[src/rtl/hazard_pkg.sv]
// Shared opcode constants and mul/div FSM state encoding for the pipeline hazard controller.
package hazard_pkg;

    localparam logic [6:0] OP_LOAD      = 7'b0000011;
    localparam logic [2:0] OP_CF_PREFIX = 3'b110;

    typedef enum logic [1:0] {
        MD_IDLE = 2'd0,
        MD_BUSY = 2'd1,
        MD_DONE = 2'd2
    } md_state_e;

endpackage

[src/rtl/hz_scoreboard.sv]
// Per-register load countdown; reports whether each ID source must wait for a load result.
module hz_scoreboard #(
    parameter  int NREG     = 32,
    parameter  int LOAD_LAT = 1,
    localparam int RAW      = $clog2(NREG)
) (
    input  logic           clk_i,
    input  logic           rst_ni,
    input  logic           ld_ex,
    input  logic           ex_hold,
    input  logic [RAW-1:0] ld_rd,
    input  logic [RAW-1:0] rs1_addr,
    input  logic [RAW-1:0] rs2_addr,
    output logic           rs1_pend,
    output logic           rs2_pend
);

    localparam int CW = $clog2(LOAD_LAT + 1);

    logic [CW-1:0] cnt_q [NREG];
    logic          set_en;

    assign set_en = ld_ex && !ex_hold && (ld_rd != '0);

    always_ff @(posedge clk_i or negedge rst_ni) begin
        if (!rst_ni) begin
            // NOTE: the count array is reset element by element; a stale count after reset would stall the pipe.
            for (int r = 0; r < NREG; r++) cnt_q[r] <= '0;
        end else begin
            // NOTE: state updates use <= so every element samples the same pre-edge values.
            for (int r = 0; r < NREG; r++) begin
                if (set_en && (ld_rd == RAW'(r))) cnt_q[r] <= CW'(LOAD_LAT);
                else if (cnt_q[r] != '0)          cnt_q[r] <= cnt_q[r] - CW'(1);
            end
        end
    end

    // The load in EX supplies the first stall cycle; a count of 1 means the value is bypassable now.
    assign rs1_pend = (rs1_addr != '0) &&
                      ((cnt_q[rs1_addr] > CW'(1)) || (ld_ex && (ld_rd == rs1_addr)));
    assign rs2_pend = (rs2_addr != '0) &&
                      ((cnt_q[rs2_addr] > CW'(1)) || (ld_ex && (ld_rd == rs2_addr)));

endmodule

[src/rtl/pipe_hazard_ctrl.sv]
// Pipeline hazard controller: branch mispredict redirect, mul/div occupancy FSM,
// load-use stalls and saturating performance counters.
module pipe_hazard_ctrl
    import hazard_pkg::*;
#(
    parameter  int XLEN     = 32,
    parameter  int NREG     = 32,
    parameter  int LOAD_LAT = 1,
    parameter  int MD_LAT   = 4,
    parameter  int CNT_W    = 16,
    localparam int RAW      = $clog2(NREG)
) (
    input  logic             clk_i,
    input  logic             rst_ni,
    input  logic             valid_id_i,
    input  logic             valid_ex_i,
    input  logic [RAW-1:0]   rs1_id_i,
    input  logic [RAW-1:0]   rs2_id_i,
    input  logic             rs1_used_i,
    input  logic             rs2_used_i,
    input  logic [RAW-1:0]   rd_ex_i,
    input  logic [6:0]       op_ex_i,
    input  logic             md_start_ex_i,
    input  logic             pc_sel_ex_i,
    input  logic [XLEN-1:0]  alu_i,
    input  logic [XLEN-1:0]  pc_ex_i,
    input  logic [XLEN-1:0]  pc_id_i,
    output logic             stall_pc_o,
    output logic             stall_id_o,
    output logic             stall_ex_o,
    output logic             flush_if_id_o,
    output logic             flush_id_ex_o,
    output logic             redirect_o,
    output logic [XLEN-1:0]  redirect_pc_o,
    output logic             md_busy_o,
    output logic [CNT_W-1:0] mispred_cnt_o,
    output logic [CNT_W-1:0] stall_cnt_o
);

    localparam int MD_W = $clog2(MD_LAT);

    md_state_e       md_state_q;
    logic [MD_W-1:0] md_cnt_q;
    logic [XLEN-1:0] target;
    logic            mispredict;
    logic            ld_ex;
    logic            rs1_pend;
    logic            rs2_pend;
    logic            load_use;

    assign target = pc_sel_ex_i ? alu_i : pc_ex_i + XLEN'(4);
    assign ld_ex  = valid_ex_i && (op_ex_i == OP_LOAD);

    // Decisions are qualified with rst_ni so every output stays low while reset is held.
    assign mispredict = rst_ni && valid_ex_i && (op_ex_i[6:4] == OP_CF_PREFIX) && (target != pc_id_i);
    assign load_use   = rst_ni && valid_id_i &&
                        ((rs1_used_i && rs1_pend) || (rs2_used_i && rs2_pend));

    hz_scoreboard #(
        .NREG     (NREG),
        .LOAD_LAT (LOAD_LAT)
    ) u_scoreboard (
        .clk_i    (clk_i),
        .rst_ni   (rst_ni),
        .ld_ex    (ld_ex),
        .ex_hold  (stall_ex_o),
        .ld_rd    (rd_ex_i),
        .rs1_addr (rs1_id_i),
        .rs2_addr (rs2_id_i),
        .rs1_pend (rs1_pend),
        .rs2_pend (rs2_pend)
    );

    always_comb begin
        // NOTE: every output gets a default first so no path leaves one unassigned (no latch).
        stall_pc_o    = 1'b0;
        stall_id_o    = 1'b0;
        stall_ex_o    = 1'b0;
        flush_if_id_o = 1'b0;
        flush_id_ex_o = 1'b0;
        if (mispredict) begin
            flush_if_id_o = 1'b1;
            flush_id_ex_o = 1'b1;
        end else if (md_state_q == MD_BUSY) begin
            stall_pc_o = 1'b1;
            stall_id_o = 1'b1;
            stall_ex_o = 1'b1;
        end else if (load_use) begin
            stall_pc_o    = 1'b1;
            stall_id_o    = 1'b1;
            flush_id_ex_o = 1'b1;
        end
    end

    assign redirect_o    = mispredict;
    assign redirect_pc_o = mispredict ? target : '0;
    assign md_busy_o     = (md_state_q != MD_IDLE);

    // The issue cycle plus MD_LAT-1 BUSY cycles give MD_LAT cycles of EX occupancy.
    always_ff @(posedge clk_i or negedge rst_ni) begin
        if (!rst_ni) begin
            md_state_q <= MD_IDLE;
            md_cnt_q   <= '0;
        end else begin
            case (md_state_q)
                MD_IDLE: begin
                    if (md_start_ex_i && valid_ex_i) begin
                        md_state_q <= MD_BUSY;
                        md_cnt_q   <= MD_W'(MD_LAT - 2);
                    end
                end
                MD_BUSY: begin
                    if (md_cnt_q == '0) md_state_q <= MD_DONE;
                    else                md_cnt_q   <= md_cnt_q - MD_W'(1);
                end
                MD_DONE: md_state_q <= MD_IDLE;
                default: md_state_q <= MD_IDLE;
            endcase
        end
    end

    always_ff @(posedge clk_i or negedge rst_ni) begin
        if (!rst_ni) begin
            mispred_cnt_o <= '0;
            stall_cnt_o   <= '0;
        end else begin
            if (mispredict && (mispred_cnt_o != '1)) mispred_cnt_o <= mispred_cnt_o + CNT_W'(1);
            if (stall_pc_o && (stall_cnt_o != '1))   stall_cnt_o   <= stall_cnt_o + CNT_W'(1);
        end
    end

endmodule

[config.mk]
export PLATFORM = sky130hd
export DESIGN_NAME = pipe_hazard_ctrl
export DESIGN_NICKNAME = d
export VERILOG_FILES = /design/src/rtl/hazard_pkg.sv /design/src/rtl/hz_scoreboard.sv /design/src/rtl/pipe_hazard_ctrl.sv
export SDC_FILE = /design/constraint.sdc
export NUM_CORES = 1
export LEC_CHECK = 0
export CELL_PAD_IN_SITES_DETAIL_PLACEMENT = 1
export CELL_PAD_IN_SITES_GLOBAL_PLACEMENT = 2
export CORE_MARGIN = 4
export CORE_UTILIZATION = 23
export DETAILED_ROUTE_END_ITERATION = 10
export PLACE_DENSITY_LB_ADDON = 0.1
export SLEW_MARGIN = 20
export SYNTH_ARGS = -nofsm -noshare
export SYNTH_HDL_FRONTEND = slang
export SYNTH_HIERARCHICAL = 1
export SYNTH_SLANG_ARGS = --single-unit
[constraint.sdc]
create_clock -name clk_i -period 5.75 [get_ports clk_i]
set_input_delay 1.15 -clock clk_i [delete_from_list [all_inputs] [get_ports clk_i]]
set_output_delay 1.15 -clock clk_i [all_outputs]
set_load 0.05 [all_outputs]
==> results by group <==
Pwr
  • Pwr Density: 207 nW/um^2
  • Lkg Pwr: 2.77 nW
  • Worst IR drop on VDD: 187 uV

Finish
  • Final Util: 38.2%
  • Most common cell after layout, fill and taps aside: clkdlybuf4s50_1
  • Area delta synth->final: 63.0%
  • Ant diodes: 0
  • Filler cells: 2182
  • Final nets: 886
  • Cell Count, Final, Fillers Out: 986
  • Share of layout cells above drive strength 1: 17.4%
  • Most frequent cells in the layout: clkdlybuf4s50_1, buf_4, nor2_1, xnor2_1, xor2_1

Logic synthesis
  • Top cells by area, synth: dfrtp_1, xnor2_1, xor2_1
  • Area of the mapped netlist: roughly 4200 um^2
  • Syn_area_per_cell: 7.87 um^2
  • Synth warnings: 6
  • Register area share after synthesis: about a fifth
  • Cells after Synth: 537
  • Dominant synthesized flop cell: dfrtp_1
  • Cell variety after synth: just under 70
  • Cell taking the most area after synthesis: dfrtp_1
  • Post-synth top area share: between 20% and 30%
  • Post-Syn Nets: around 670
  • EDFF count, synth: 0
  • Synth async-reset ratio: 100%
  • Flop and latch count out of synthesis: 36

Critical path
  • Worst EP arrival: 4.43 ns
  • R2r setup slk: 3.13 ns
  • Max FO, Critical Path: 23
  • Crit path launch type: input pin
  • CP required: 4.60 ns
  • CP endpoint kind: primary output
  • CP Class: input pin to primary output

Outcome
  • Outcome: finished clean

Floorplanning
  • Core area: 18000 um^2
  • Initial core utilization: around a quarter
  • Die Wd: 144 um
  • Ports: 197
  • Core Rows: 49
  • Die Ht: 144 um
  • Die area: 20600 um^2

Placed design
  • GPL Wtd Cong: 0.884
  • Detailed Place HPWL: 15900 um
  • Placed Cells: 978
  • Number of port buffers: 196

Routing
  • DR pass1 iterations: 4
  • Vias/cell: 4.87
  • Residual DRC: 0
  • Detail Route met2 WL: 8550 um
  • Initial DRC count: 256
  • DRT antenna net count: 0
  • WL final: 18600 um
  • Met3 WL: roughly 1200 um
  • Via count: 4797
  • Highest Signal Layer: met4
  • DR WL/cell: roughly 19 um
  • M1 WL: between 8000 and 9000 um

STA
  • Clock Skew: 0.00704 ns
  • RSZ-0062 raised after global routing: false
  • Relative slew margins: 37.0%
  • Max-slew violations: 0
  • Hold slack: 0.495 ns
  • Slew @ Worst Pin: about 0.94 ns
  • Final number of hold-violating endpoints: 0
  • Tcrit/Tclk final: 97.0%
  • Post-route minimum period: 5.58 ns
  • Setup-failing EPs final: 0
  • Fmax: 179 MHz

Global route
  • Largest net degree at the start of global routing: 38
  • First-pass GRT wire length: 28800 um
  • Vias in the first global route: 5224
  • Grt total ovfl: 0
  • Total GRT Usage: around 18%
  • Antenna violations before repair: 1

Min path
  • Worst min-delay path class: flop to flop

Clock tree
  • CTS Sinks: 36
  • Max Root-Sink Buffers: 2
  • CTS tree: yes
  • Clock latency on the worst-skew pair: 0.28 ns
  • H-tree Lvls: 2
  • CTS Buf Count: 5
  • Clock root buffer: clkbuf_16
  • Clk slew on worst S/H paths: 0.06 ns
  • Setup bufs post-CTS: 0

Job
  • Max Cap Viol: 0
area by class of cell:
class	count	area, um^2	area share, %
well taps	229	287	4.16
inverters	11	41.3	0.600
flip-flops and latches	36	901	13.1
multi-input cells	458	3200	46.5
repair buffers	244	2290	33.3
clock buffers	6	129	1.87
clock inverters	2	35.0	0.509
cells by family after synthesis:
kind of cell	count (synthesis)	share of synthesized area, %
buf+inv	43	5.24
fa+ha+maj	4	1.18
compound gates	82	13.0
flops	36	21.3
simple gates	246	32.3
mux	13	3.32
xor+xnor	113	23.6
power breakdown:
part	total [W]	internal [W]	switching (W)
clock	0.000312	0.000204	0.000108
sequential	0.000351	0.000300	0.0000505
combinational	0.000759	0.000329	0.000430
total	0.00142	0.000833	0.000589
layer usage:
metal | up-vias | GRT usage [%]
li1 | 2368 | -
met1 | 2280 | 24.5
met2 | 141 | 28.9
met3 | 8 | 4.53
met4 | 0 | 1.68
met5 | - | 0
registers in the layout, summed over array words and instances (netlist names):
| name | flops |
|---|---|
| md_state_q | 2 |
| mispred_cnt_o | 16 |
| stall_cnt_o | 16 |
| md_cnt_q | 2 |
final timing paths:
| check | cells after the start | from | end |
|---|---|---|---|
| max | 13 | pc_ex_i[15] | flush_id_ex_o |
| min | 1 | stall_cnt_o[10] | stall_cnt_o[10] |
| max reg2reg | 6 | mispred_cnt_o[7] | mispred_cnt_o[1] |
| min reg2reg | 1 | stall_cnt_o[10] | stall_cnt_o[10] |
| max in group asynchronous | 2 | rst_ni | md_cnt_q[0] |
| min in group asynchronous | 2 | rst_ni | stall_cnt_o[15] |
worst max-delay path, cell delays in order:
cell and delay [ns]:
clkdlybuf4s50_1 0.51, buf_4 0.18, and4_1 0.25, nand3_2 0.21
or4_4 0.62, a21oi_1 0.16, o21ai_1 0.07, nor4_1 0.30
and4_1 0.27, a21o_2 0.21, buf_12 0.19, o21ai_0 0.11
buf_4 0.21
synthesized netlist by cell type (all sizes together), types with 3 or more instances:
cell type / count
nor2: 65
xnor2: 65
xor2: 48
dfrtp: 36
nand2: 34
nand4: 30
a21oi: 26
nand3: 23
buf: 21
and3: 16
nor3: 15
nor4: 14
a211oi: 11
clkbuf: 11
inv: 11
o21ai: 11
and4: 9
nor2b: 9
mux2i: 8
or3: 6
mux2: 5
nand2b: 5
or2: 5
a31oi: 4
ha: 4
o31ai: 4
a2111oi: 3
a311oi: 3
and2: 3
nor4b: 3
o41ai: 3
or4: 3
stage by stage:
step	cell area (um^2)	power (W)	setup TNS (ns)	setup slack, ns
after floorplan	4230	0.000769	-0.745	-0.117
final	6880	0.00142	0	0.173
after global routing	6880	0.00151	0	0.00261
after detailed placement	6620	0.00111	-0.219	-0.139
after global placement	6620	0.00110	-0.0821	-0.0821
after CTS	6800	0.00143	0	0.0151
what timing repair did:
| item | CTS | global route |
|---|---|---|
| hold buffers | 0 | 0 |
| endpoints found under the setup margin | 6 | 38 |
| gates resized for setup | 4 | 17 |
| hold endpoints to repair | 0 | 0 |
Power figures use the tool's default switching activity.
==> variant (same settings) <==
Re-encode `md_state_e` (3 states) as one-hot, 3 bits wide.
--- a/src/rtl/hazard_pkg.sv
+++ b/src/rtl/hazard_pkg.sv
@@ -6,6 +6,6 @@
 
-    typedef enum logic [1:0] {
-        MD_IDLE = 2'd0,
-        MD_BUSY = 2'd1,
-        MD_DONE = 2'd2
+    typedef enum logic [2:0] {
+        MD_IDLE = 3'b001,
+        MD_BUSY = 3'b010,
+        MD_DONE = 3'b100
     } md_state_e;
Behaviour: same outputs for any inputs over 10 cycles, from zero or initial values and one cycle with rst_ni low; not proved beyond that.
==> variant against the unedited design <==
Sequential cell count is 1 higher. Cell count is 0.10% higher. Design area is 1.0% lower. Setup slack better by 0.016 ns. Area after synthesis is 0.39% lower. Core utilization is 0.27 points lower. Wire length is 1.2% higher. Maximum frequency is 0.28% higher. Power is 24% lower. Clock power is 6% lower. Critical path type unchanged. Largest cell class unchanged. Highest routed layer unchanged.
==> variant: results (changes against the unedited design) <==
vdd_drop_max_mv: 0.194  # +4.2%
p_comb_mw: 0.478  # -37%
first_global_vias: 5139  # -1.6%
crit_family: "buffers and inverters"
synth-seq-area-share_pct: 22.0  # +0.71 points
cp_max_fo: 14  # -39%
critPathMaxStageDelay_ns: 0.64  # +0.02 ns
powerSeq_mw: 0.310  # -12%
switchingPower_mw: 0.398  # -32%
synthCells: 546  # +1.7%
final.fill_count: 2175  # -0.32%
drive_above_1_share_pct: 14.8  # -2.7 points
sh_seq_area_pct: 13.6  # +0.52 points
post_drt_wl_per_cell_um: 19.1  # +1.1%
multi_input_area_share_pct: 46.3  # -0.16 points
wl_met3_um: 842  # -30%
setup_ws_ns: 0.188  # +0.0157 ns
switching_share_pct: 36.8  # -4.6 points
min_to: "mispred_cnt_o[4]$_DFFE_PN0P_"
cp.arrival_ns: 4.41  # -0.02 ns
nets: 887  # +0.11%
p_leak_nw: 2.79  # +0.62%
synth-seq-cells: 37  # +2.8%
dp_slack_ns: -0.207  # -0.0681 ns
clkbuf_count: 7  # +1
min_path_cells: 1  # unchanged
syn_nets: 676  # +1.3%
hp-start: "mispred_cnt_o[4]$_DFFE_PN0P_"
gr-usage-met3_pct: 2.04  # -2.5 points
yosys-top-cells-area: "dfrtp_1, xnor2_1, xor2_1"
met1_usage_pct: 22.5  # -2.0 points
wl_met1_um: 8250  # -5.2%
crit_path_end: "flush_id_ex_o"
synthTopCellsByCount: "nor2_1, xnor2_1, xor2_1"
stdcell_count: 987  # +0.10%
drt_iter0_markers: 157  # -39%
use_met2_pct: 31.2  # +2.3 points
layout.non_clock_buffers: 235  # -3.7%
top_regs: "mispred_cnt_o (16), stall_cnt_o (16), md_state_q (3)"
grt_max_degree: 40  # +5.3%
inv_count: 16  # +5
timing.rr.start: "mispred_cnt_o[2]$_DFFE_PN0P_"
status: "complete, no violations"
track_usage_pct: 17.6  # -0.13 points
hpwl_um: 15900  # +0.43%
ff2ff_setup_slack_ns: 3.12  # about the same
vias_per_cell: 4.94  # +1.6%
slew_headroom_pct: 48.8  # +12 points
ctsResizeCount: 2  # -2
route.met2.wl_um: 9380  # +9.6%
startpoint: "pc_ex_i[4]"
reg2reg_depth: 8  # +2
gp_congestion: 0.929  # +5.1%
buffer_area_share_pct: 32.7  # -0.63 points
crit_slowest_cell: "clkdlybuf4s50_1"
clkCellAreaFrac_pct: 2.31  # -0.067 points
nMultiInputCombCells: 462  # +0.87%
## variant: cell count changes after synthesis, moves of 4 or more
cell / before / now
nor2_1: 65 / 74
nand3_1: 21 / 31
inv_1: 11 / 15
xor2_1: 48 / 43
a21oi_1: 26 / 22
nor3_1: 14 / 21
nand4_1: 30 / 23
clkbuf_1: 11 / 15
a31oi_1: 4 / 10
nor2b_1: 9 / 2
## variant: metrics by stage
step                      area, sq um  setup TNS [ns]  util [%]  hold WS (ns)
after floorplan                  4210               0         -         0.519
after global placement           6530           -3.79      36.3         0.477
after detailed placement         6530           -5.67      36.3         0.479
after CTS                        6700               0      37.3         0.491
after global routing             6810         -0.0136      37.9         0.518
final                            6810               0      37.9         0.485
## variant: cells by family after synthesis
group	after synthesis	synth area share, %
simple gates	256	32.1
xor+xnor	112	24.0
compound gates	76	12.2
buf+inv	47	5.00
flops	37	22.0
mux	14	3.45
fa+ha+maj	4	1.19
